===== src/rtl/ring_phase_monitor.sv =====
// Receiving end of a 4-phase one-hot ring. Samples the ring, decodes the active
// phase, checks one-hot legality and rotation order against a local flywheel,
// acquires/holds lock, flags errors while locked and counts full revolutions.
module ring_phase_monitor #(
  parameter int LOCK_COUNT = 4,
  parameter int ERR_LIMIT  = 2,
  parameter int CNT_W      = 8
) (
  input  logic             CLK,
  input  logic             RST,
  input  logic [3:0]       PH_IN,
  output logic [1:0]       PHASE,
  output logic             VALID,
  output logic             LOCKED,
  output logic             ERR,
  output logic             REV_STB,
  output logic [CNT_W-1:0] REV_CNT
);

  // Counters only ever reach LOCK_COUNT-1 / ERR_LIMIT-1, so size them for that.
  localparam int GW = (LOCK_COUNT > 1) ? $clog2(LOCK_COUNT) : 1;
  localparam int EW = (ERR_LIMIT > 1) ? $clog2(ERR_LIMIT) : 1;
  localparam logic [GW-1:0] GOOD_LAST = GW'(LOCK_COUNT - 1);
  localparam logic [EW-1:0] ERR_LAST  = EW'(ERR_LIMIT - 1);

  typedef enum logic [1:0] {
    ST_HUNT   = 2'd0,
    ST_ACQ    = 2'd1,
    ST_LOCKED = 2'd2
  } state_t;

  function automatic logic is_onehot(input logic [3:0] x);
    case (x)
      4'b0001, 4'b0010, 4'b0100, 4'b1000: return 1'b1;
      default:                            return 1'b0;
    endcase
  endfunction

  function automatic logic [1:0] phase_idx(input logic [3:0] x);
    case (x)
      4'b0010: return 2'd1;
      4'b0100: return 2'd2;
      4'b1000: return 2'd3;
      default: return 2'd0;
    endcase
  endfunction

  function automatic logic [3:0] rotl(input logic [3:0] x);
    return {x[2:0], x[3]};
  endfunction

  logic [3:0]    s_cur_p0;
  logic [3:0]    exp_p0;
  state_t        state;
  logic [GW-1:0] good_cnt;
  logic [EW-1:0] err_cnt;
  logic          onehot_p0;
  logic          good_p0;

  // ---- stage 0: raw ring sample ----
  // Capture the ring once per edge; every decision below works from this copy.
  always_ff @(posedge CLK) begin
    if (RST) s_cur_p0 <= 4'b0000;
    else     s_cur_p0 <= PH_IN;
  end

  // Classify the held sample against the expected phase.
  always_comb begin
    onehot_p0 = is_onehot(s_cur_p0);
    good_p0   = onehot_p0 && (s_cur_p0 == exp_p0);
  end

  // ---- stage 1: registered decode and status ----
  // Phase index and legality track the sample regardless of lock state.
  always_ff @(posedge CLK) begin
    if (RST) begin
      PHASE <= 2'd0;
      VALID <= 1'b0;
    end else begin
      PHASE <= onehot_p0 ? phase_idx(s_cur_p0) : 2'd0;
      VALID <= onehot_p0;
    end
  end

  // Lock FSM with flywheel expectation, error/revolution pulses and counters.
  always_ff @(posedge CLK) begin
    if (RST) begin
      state    <= ST_HUNT;
      exp_p0   <= 4'b0000;
      good_cnt <= '0;
      err_cnt  <= '0;
      LOCKED   <= 1'b0;
      ERR      <= 1'b0;
      REV_STB  <= 1'b0;
      REV_CNT  <= '0;
    end else begin
      ERR     <= 1'b0;
      REV_STB <= 1'b0;
      // Once locked the expectation free-runs, so a glitch cannot shift the phase.
      exp_p0  <= (state == ST_LOCKED) ? rotl(exp_p0) : rotl(s_cur_p0);
      case (state)
        ST_HUNT: begin
          if (onehot_p0) begin
            state    <= ST_ACQ;
            good_cnt <= '0;
          end
        end
        ST_ACQ: begin
          if (good_p0) begin
            if (good_cnt == GOOD_LAST) begin
              state   <= ST_LOCKED;
              err_cnt <= '0;
              LOCKED  <= 1'b1;
            end else begin
              good_cnt <= good_cnt + 1'b1;
            end
          end else if (onehot_p0) begin
            good_cnt <= '0;
          end else begin
            state <= ST_HUNT;
          end
        end
        ST_LOCKED: begin
          if (good_p0) begin
            err_cnt <= '0;
            if (s_cur_p0 == 4'b0001) begin
              REV_STB <= 1'b1;
              REV_CNT <= REV_CNT + 1'b1;
            end
          end else begin
            ERR <= 1'b1;
            if (err_cnt == ERR_LAST) begin
              state  <= ST_HUNT;
              LOCKED <= 1'b0;
            end else begin
              err_cnt <= err_cnt + 1'b1;
            end
          end
        end
        default: begin
          state  <= ST_HUNT;
          LOCKED <= 1'b0;
        end
      endcase
    end
  end

endmodule


===== config.mk =====
export PLATFORM = sky130hd
export DESIGN_NAME = ring_phase_monitor
export DESIGN_NICKNAME = d
export VERILOG_FILES = /design/src/rtl/ring_phase_monitor.sv
export SDC_FILE = /design/constraint.sdc
export NUM_CORES = 1
export LEC_CHECK = 0
export CAP_MARGIN = 25
export CORE_MARGIN = 5
export CORE_UTILIZATION = 51
export CTS_CLUSTER_DIAMETER = 200
export DETAILED_ROUTE_END_ITERATION = 6
export PLACE_DENSITY = 0.77
export SLEW_MARGIN = 20
export SYNTH_ARGS = -nofsm -noshare
export SYNTH_HDL_FRONTEND = slang
export SYNTH_SLANG_ARGS = --single-unit

===== constraint.sdc =====
create_clock -name CLK -period 2.8 [get_ports CLK]
set_clock_uncertainty 0.2 [all_clocks]
set_input_delay 0.42 -clock CLK [delete_from_list [all_inputs] [get_ports CLK]]
set_output_delay 0.42 -clock CLK [all_outputs]
set_load 0.02 [all_outputs]

Word-level counts from Yosys, hierarchy flattened:

Cells that the tools add are included.

* add/subtract/negate cells: 3
* multipliers: 0
* div/mod/pow operators: 0
* order comparisons: 0
* equality and inequality tests: 16
* shift-type cells: 0
* mux-type cells: 26
* bitwise logic cells: 4
* reduce and logical (&&, ||, !) cells: 13

Operators by type and width (number)
* 2-bit two-way mux: 9
* 2-bit one-hot mux with 3 select lines: 2
* 1-bit two-way mux: 11
* 2-bit != test (second input constant): 5
* 5-bit AND reduction: 2
* 3-bit != test (second input constant): 3
* 8-bit by 1-bit adder with 8-bit output (second input constant): 1
* 3-bit AND reduction: 2
* 2-bit == test (second input constant): 2
* 4-bit by 1-bit == test with 1-bit output (second input constant): 1
* 4-bit by 2-bit == test with 1-bit output (second input constant): 1
* 4-bit by 3-bit == test with 1-bit output (second input constant): 1
* 4-bit == test: 1
* 4-bit == test (second input constant): 1
* 4-bit two-way mux: 1
* 1-bit inverter: 4
* 2-bit one-hot mux with 2 select lines: 1
* 2-bit nonzero test: 2
* 2-bit OR reduction: 2
* 4-bit OR reduction: 1
* 1-bit one-hot mux with 3 select lines: 1
* 3-bit OR reduction: 1
* 2-bit by 1-bit adder with 2-bit output (second input constant): 1
* 2-bit by 1-bit == test with 1-bit output (second input constant): 1
* 5 further kinds: 5

* bits in registers: 27
* latch bits: 0
* RAM bits: 0
* bits in read-only memories: 0
* input bits: 6
* word-level logic and storage cells: 73
* memories: 0

Depth between registers and ports, before layout:

Gate-level depths: netlist of the first run.

* depth in word-level cells: 6
* depth in mapped cells: 7

Least setup slack after synthesis of the first run:

Ideal clock, no wire load.

* path kind: register -> register
* start point: register s_cur_p0[3]
* end point: register good_cnt[1]
* setup time: 0.070 ns
* arrival time: 1.727 ns
* data required time: 2.530 ns
* path slack: 0.803 ns
* cell stages (with the launch flop): 7
* period minus slack after synthesis: 1.997 ns
* cell sequence: dfxtp_1 -> buf_6 -> or4b_4 -> o31ai_2 -> o21bai_2 -> or4_1 -> a21oi_1

* word-level cells in the longest chain between the ends: 6

RTL lines
* start: declaration: line 52 `logic [3:0] s_cur_p0;`
* start signal: assignment: line 63 `if (RST) s_cur_p0 <= 4'b0000;`
* start signal: assignment: line 64 `else s_cur_p0 <= PH_IN;`
* 4-bit by 1-bit == test with 1-bit output, or another cell as far along: line 33 `case (x)`
* 4-bit OR reduction: line 33
* 1-bit two-way mux: line 33
* 2-bit two-way mux / 1-bit logical AND (equally long branches)
* 2-bit two-way mux / 3-bit != test (equally long branches)
* 2-bit one-hot mux with 2 select lines / 2-bit AND reduction (equally long branches)
* end signal: assignment: line 115 `good_cnt <= good_cnt + 1'b1;`
* end: declaration: line 55 `logic [GW-1:0] good_cnt;`

Parallel ways exist; a longest one is shown, timed or not.
A chain may end at the register's enable or synchronous reset.

Final worst setup path of the first run:

* start point: register s_cur_p0[1]
* end point: register good_cnt[1]

Same word-level chain as after synthesis.

==> flow_summary.yaml, run 1 <==
floorplanning:
  start_util_pct: 52.83
  dieArea_um2: 3322
  rows: 17
  dieHeight_um: 57.64
  io_pins: 20
  core_area_um2: 2191
  dieWidth_um: 57.64
outcome:
  status: "finished clean"
layout:
  ff_latch_area_um2: 540.5
  multi_input_area_um2: 566.8
  insertedDiodeCount: 0
  drive_gt1_share_pct: 6.294
  syn_to_final_growth_pct: 19.35
  nFillCells: 193
  finalNetCount: 152
clock_tree:
  cts_buffer_depth: 2
  clk_pin_slew_worst_paths_ns: 0.13
  postCtsHoldBufs: 0
  cts_tree: "done"
  htreeDepth: 1
  clk_latency_ns: 0.32
  post_cts_buffers: 0
  cts-resized-gates: 0
  cts_root_buf: "clkbuf_4"
  clock-sinks: 27
  numCtsBuffers: 3
timing:
  period_share_pct: 78.55
  fmax_ghz: 0.4547
  slew_headroom_pct: 72.94
  worst_pin_slew_ns: 0.4041
  rsz0062_at_grt: "no"
  fin_tns_setup_ns: 0
  finalCriticalPeriod_ns: 2.199
  finalSetupViolations: 0
  drv_slew: 0
  setup_slack_ns: 0.6007
  timing.final.hold_violations: 0
synthesis:
  seq_area_frac_synth_pct: 46.70
  yosysTopAreaCellShare_pct: 46.70
  synthCells: 126
  synthTopCellsByArea: "dfxtp_1 47%, xnor2_1 5.3%, a21oi_1 4.3%, nand2_1 4.2%, xor2_1 3.0%"
  synth_common_cells: "27 x dfxtp_1, 13 x nand2_1, 10 x a21oi_1"
  synth-main-ff-cell: "dfxtp_1"
  syn_nets: 134
  syn_avg_cell_area_um2: 9.185
  yosys.area.top_type: "dfxtp_1"
  synth-seq-cells: 27
  synth_area_um2: 1157
  synth-edff-count: 0
  yosysMostFrequentCell: "dfxtp_1"
  synth_warnings: 0
  synthArstFlopShare_pct: 0
  ys_types: 34
pwr:
  p_total_mw: 0.6281
  leakagePower_nw: 0.4837
  vdd_drop_max_uv: 375.8
  p_per_area_nw_per_um2: 454.7
placement:
  routabilityCongestion: 0.7997
  dpl.hpwl_mm: 1.657
  pre_cts_slack_ns: 0.6164
  port_buffers: 19
setup_path:
  path_max_fanout: 7
  end_kind: "register"
  worstPathRequired_ns: 2.86
  r2r_cells: 5
  path_class: "reg -> reg"
  worst_setup_path_start_kind: "register"
  cp.arrival_ns: 2.26
drt:
  drc_errors: 0
  firstDrtPassIters: 4
  route.vias.total: 917
  wl_per_cell_um: 12.28
  ant_nets: 0
  vias_per_cell: 5.363
  drt_iter0_drc: 5
  drt_wl_total_mm: 2.100
global_route:
  grt_util_all_layers_pct: 14.68
  grt_pass1_vias: 878
  grt_pass1_wl_mm: 3.808
  grt_start_max_net_pins: 18
  overflow: 0
  antenna_found_initial: 0
min_path:
  hold_class: "reg -> reg"
  holdPathStages: 2
job:
  cap_violations: 0
[cell usage in the layout, fill, tap and decap left out, types with 3 or more instances in the layout]
cell type,n
dfxtp_1,27
clkdlybuf4s50_1,19
nand2_1,13
a21oi_1,10
nor2_1,9
xnor2_1,7
nand3_1,6
nor2b_1,5
o21ai_0,5
xor2_1,4
nor4_1,3
and3_1,3
nand4_1,3
or4_1,3
clkbuf_4,3
[power breakdown]
group	internal (mW)	switching, mW	leakage, nW	total (mW)
sequential	0.394	0.0114	0.220	0.405
combinational	0.0292	0.0307	0.249	0.0599
clock	0.0558	0.107	0.0150	0.163
[final timing paths]
path                    start     endpoint  slack, ns
setup / recovery  s_cur_p0[1]  good_cnt[1]       0.60
hold / removal      exp_p0[1]    exp_p0[2]       0.27
setup reg to reg  s_cur_p0[1]  good_cnt[1]       0.60
hold reg to reg     exp_p0[1]    exp_p0[2]       0.27
[per-layer routing]
metal	track usage, %	share of wire, %
met2	25.81	51
met1	17.08	43
met5	0	0
met3	2.004	3.1
met4	7.947	2.4
[critical path, stage by stage (launching register included)]
cell	delay [ns]
dfxtp_1	0.54
or4b_4	0.51
o31ai_2	0.12
o21bai_2	0.14
or4_1	0.48
a21oi_1	0.15
[state kept, by name, summed over array words and instances, names as in the netlist]
| name | flops |
|---|---|
| REV_CNT | 8 |
| exp_p0 | 4 |
| s_cur_p0 | 4 |
| PHASE | 2 |
| good_cnt | 2 |
| state | 2 |
| ERR | 1 |
| LOCKED | 1 |
| REV_STB | 1 |
| VALID | 1 |
| err_cnt | 1 |
[layout make-up]
class | count | area share [%]
Clock buffer | 4 | 1.902
Inverter | 2 | 0.5435
Multi-Input combinational cell | 89 | 41.03
Sequential cell | 27 | 39.13
Tap cell | 28 | 2.536
Timing Repair Buffer | 21 | 14.86
[per-stage QoR]
step,hold slack [ns],utilization (%),area [µm²],cells
2_1_floorplan,0.2451,-,1157,126
3_3_place_gp,0.2541,61.85,1355,167
3_5_place_dp,0.2622,61.85,1355,167
4_1_cts,0.2693,63.05,1381,171
5_1_grt,0.3126,63.05,1381,171
6_report,0.2735,63.05,1381,171
[logic make-up after synthesis]
logic type | Yosys count | share of synthesized area (%)
adders and majority gates | 2 | 2.162
xor gates and xnor gates | 11 | 8.324
DFF | 27 | 46.70
AOI/OAI and AO/OA | 22 | 12.00
buffers and inverters | 10 | 4.324
and+or+nand+nor | 54 | 26.49
No activity file was read; power rests on OpenSTA's default activity.
==> run 2, diff against run 1 <==
==> constraint.sdc (replaced) <==
create_clock -name CLK -period 2.3 [get_ports CLK]
set_clock_uncertainty 0.2 [all_clocks]
set_input_delay 0.345 -clock CLK [delete_from_list [all_inputs] [get_ports CLK]]
set_output_delay 0.345 -clock CLK [all_outputs]
set_load 0.02 [all_outputs]
==> flow_summary.yaml, run 2 (synthesis results as in run 1) <==
outcome:
  status: "finished clean"
setup_path:
  slowest_stage: "dfxtp_1"
  path_depth: 5
  path_cells: "or4b_4, o31ai_2, o21bai_2, or4_1, a21oi_1"
  r2r_cells: 5
  path_max_fanout: 7
  path_class: "reg -> reg"
  r2r_start: "s_cur_p0[1]"
  end_kind: "register"
  cp.arrival_ns: 2.28
  cpLargestDelayFamily: "simple AND/OR/NAND/NOR gates"
  crit_buf_inv: 0
  worst_setup_path_start_kind: "register"
  max_stage_delay_ns: 0.54
  critPathLaunch: "s_cur_p0[1]"
  worstPathRequired_ns: 2.36
layout:
  stdcell_area_um2: 1391
  insertedDiodeCount: 0
  syn_to_final_growth_pct: 20.22
  finalNetCount: 153
  nFillCells: 200
  mostFrequentLayoutCell: "dfxtp_1"
  regMostFlops: "REV_CNT"
  drive_gt1_share_pct: 8.333
  reg.largest.list: "REV_CNT: 8 flops, exp_p0: 4 flops, s_cur_p0: 4 flops"
  most-common-layout-cells: "27 x dfxtp_1, 19 x clkdlybuf4s50_1, 13 x nand2_1, 10 x a21oi_1, 9 x nor2_1"
  largest_reg_flops: 8
floorplanning:
  core_area_um2: 2191
  rows: 17
  dieArea_um2: 3322
  io_pins: 20
  dieWidth_um: 57.64
  dieHeight_um: 57.64
  start_util_pct: 52.83
placement:
  place_area_um2: 1363
  dpl.hpwl_mm: 1.643
  routabilityCongestion: 0.7754
  port_buffers: 19
clock_tree:
  numCtsBuffers: 3
  htreeDepth: 1
  clock-sinks: 27
  cts_buffer_depth: 2
  clk_latency_ns: 0.31
  cts_tree: "done"
  clk_pin_slew_worst_paths_ns: 0.14
  cts_root_buf: "clkbuf_4"
global_route:
  overflow: 0
  grt_util_all_layers_pct: 14.01
  grt_pass1_vias: 900
  grt_pass1_wl_mm: 3.822
  grt_start_max_net_pins: 29
  antenna_found_initial: 0
pwr:
  leakagePower_nw: 0.4920
  p_per_area_nw_per_um2: 552.2
  swShare_pct: 24.38
  pwr-share-clk_pct: 26.1
  seq_power_share_pct: 64.3
  switching_power_mw: 0.1873
  vdd_drop_max_uv: 347.6
  comb_power_share_pct: 9.6
  p_total_mw: 0.7683
  p_int_mw: 0.5809
timing:
  timing.final.hold_violations: 0
  fin_tns_setup_ns: 0
  slew_headroom_pct: 73.61
  finalCriticalPeriod_ns: 2.220
  worst_pin_slew_ns: 0.3942
  rsz0062_at_grt: "no"
  period_share_pct: 96.53
  timing.hold.ws_ns: 0.2797
  finalSetupViolations: 0
  fmax_ghz: 0.4504
  drv_slew: 0
drt:
  vias_per_cell: 5.320
  wl_per_cell_um: 12.87
  drc_errors: 0
  drt_wl_total_mm: 2.213
  firstDrtPassIters: 4
  ant_nets: 0
  drt_iter0_drc: 33
  route.vias.total: 915
min_path:
  holdPathStages: 2
  hold_start: "LOCKED"
  hold_class: "reg -> reg"
job:
  cap_violations: 0
## run 2: changes by cell type in the layout (fill, tap and decap cells not counted), sizes merged
cell,delta
clkbuf,-1
clkinv,+1
buf,+1
## run 2: power groups by stage
stage          clock network, mW  logic [mW]  registers [mW]
5_1_grt                    0.228      0.0815           0.496
6_report                   0.200      0.0738           0.494
4_1_cts                    0.208      0.0736           0.494
2_1_floorplan                  0      0.0524           0.502
3_3_place_gp                   0      0.0718           0.503
3_5_place_dp                   0      0.0733           0.504
## run 2: cell type report
cell class	count	area, µm²	area share (%)
timing repair buffer	22	212.7	15.29
inverter	2	7.507	0.5396
sequential	27	540.5	38.85
clock buffer	3	22.52	1.619
multi-input combinational	89	568.0	40.83
tap	28	35.03	2.518
clock inverter	1	5.005	0.3597
## run 2: what timing repair did
item / 4_1_cts / 5_1_grt
resized for setup: 0 / 1
setup buffers: 0 / 0
hold buffers: 0 / 0
setup endpoints to repair: 0 / 1
## run 2: final timing paths
check	end	slack, ns
hold / removal	LOCKED	0.28
setup / recovery	good_cnt[0]	0.08
setup reg to reg	good_cnt[0]	0.08
hold reg to reg	LOCKED	0.28
## run 2: through the flow
| stage | setup slack (ns) | std cells | utilization [%] |
|---|---|---|---|
| finish | 0.07975 | 172 | 63.51 |
| global route | 0.01242 | 172 | 63.51 |
| floorplan | 0.3028 | 126 | - |
| detailed placement | 0.1210 | 168 | 62.19 |
| CTS | 0.09099 | 172 | 63.45 |
| global placement | 0.2008 | 168 | 62.19 |
## run 2: worst min-delay path: stages, from the launching register on
cell	delay (ns)
dfxtp_1	0.34
inv_1	0.05
a221oi_1	0.06
## run 2: layer usage
| layer | routed length (µm) | track usage [%] | share of wire, % |
|---|---|---|---|
| met1 | 1080 | 17.72 | 49 |
| met2 | 1064 | 24.68 | 48 |
| met3 | 50 | 2.004 | 2.3 |
| met4 | 17 | 3.974 | 0.77 |
| met5 | 0 | 0 | 0 |
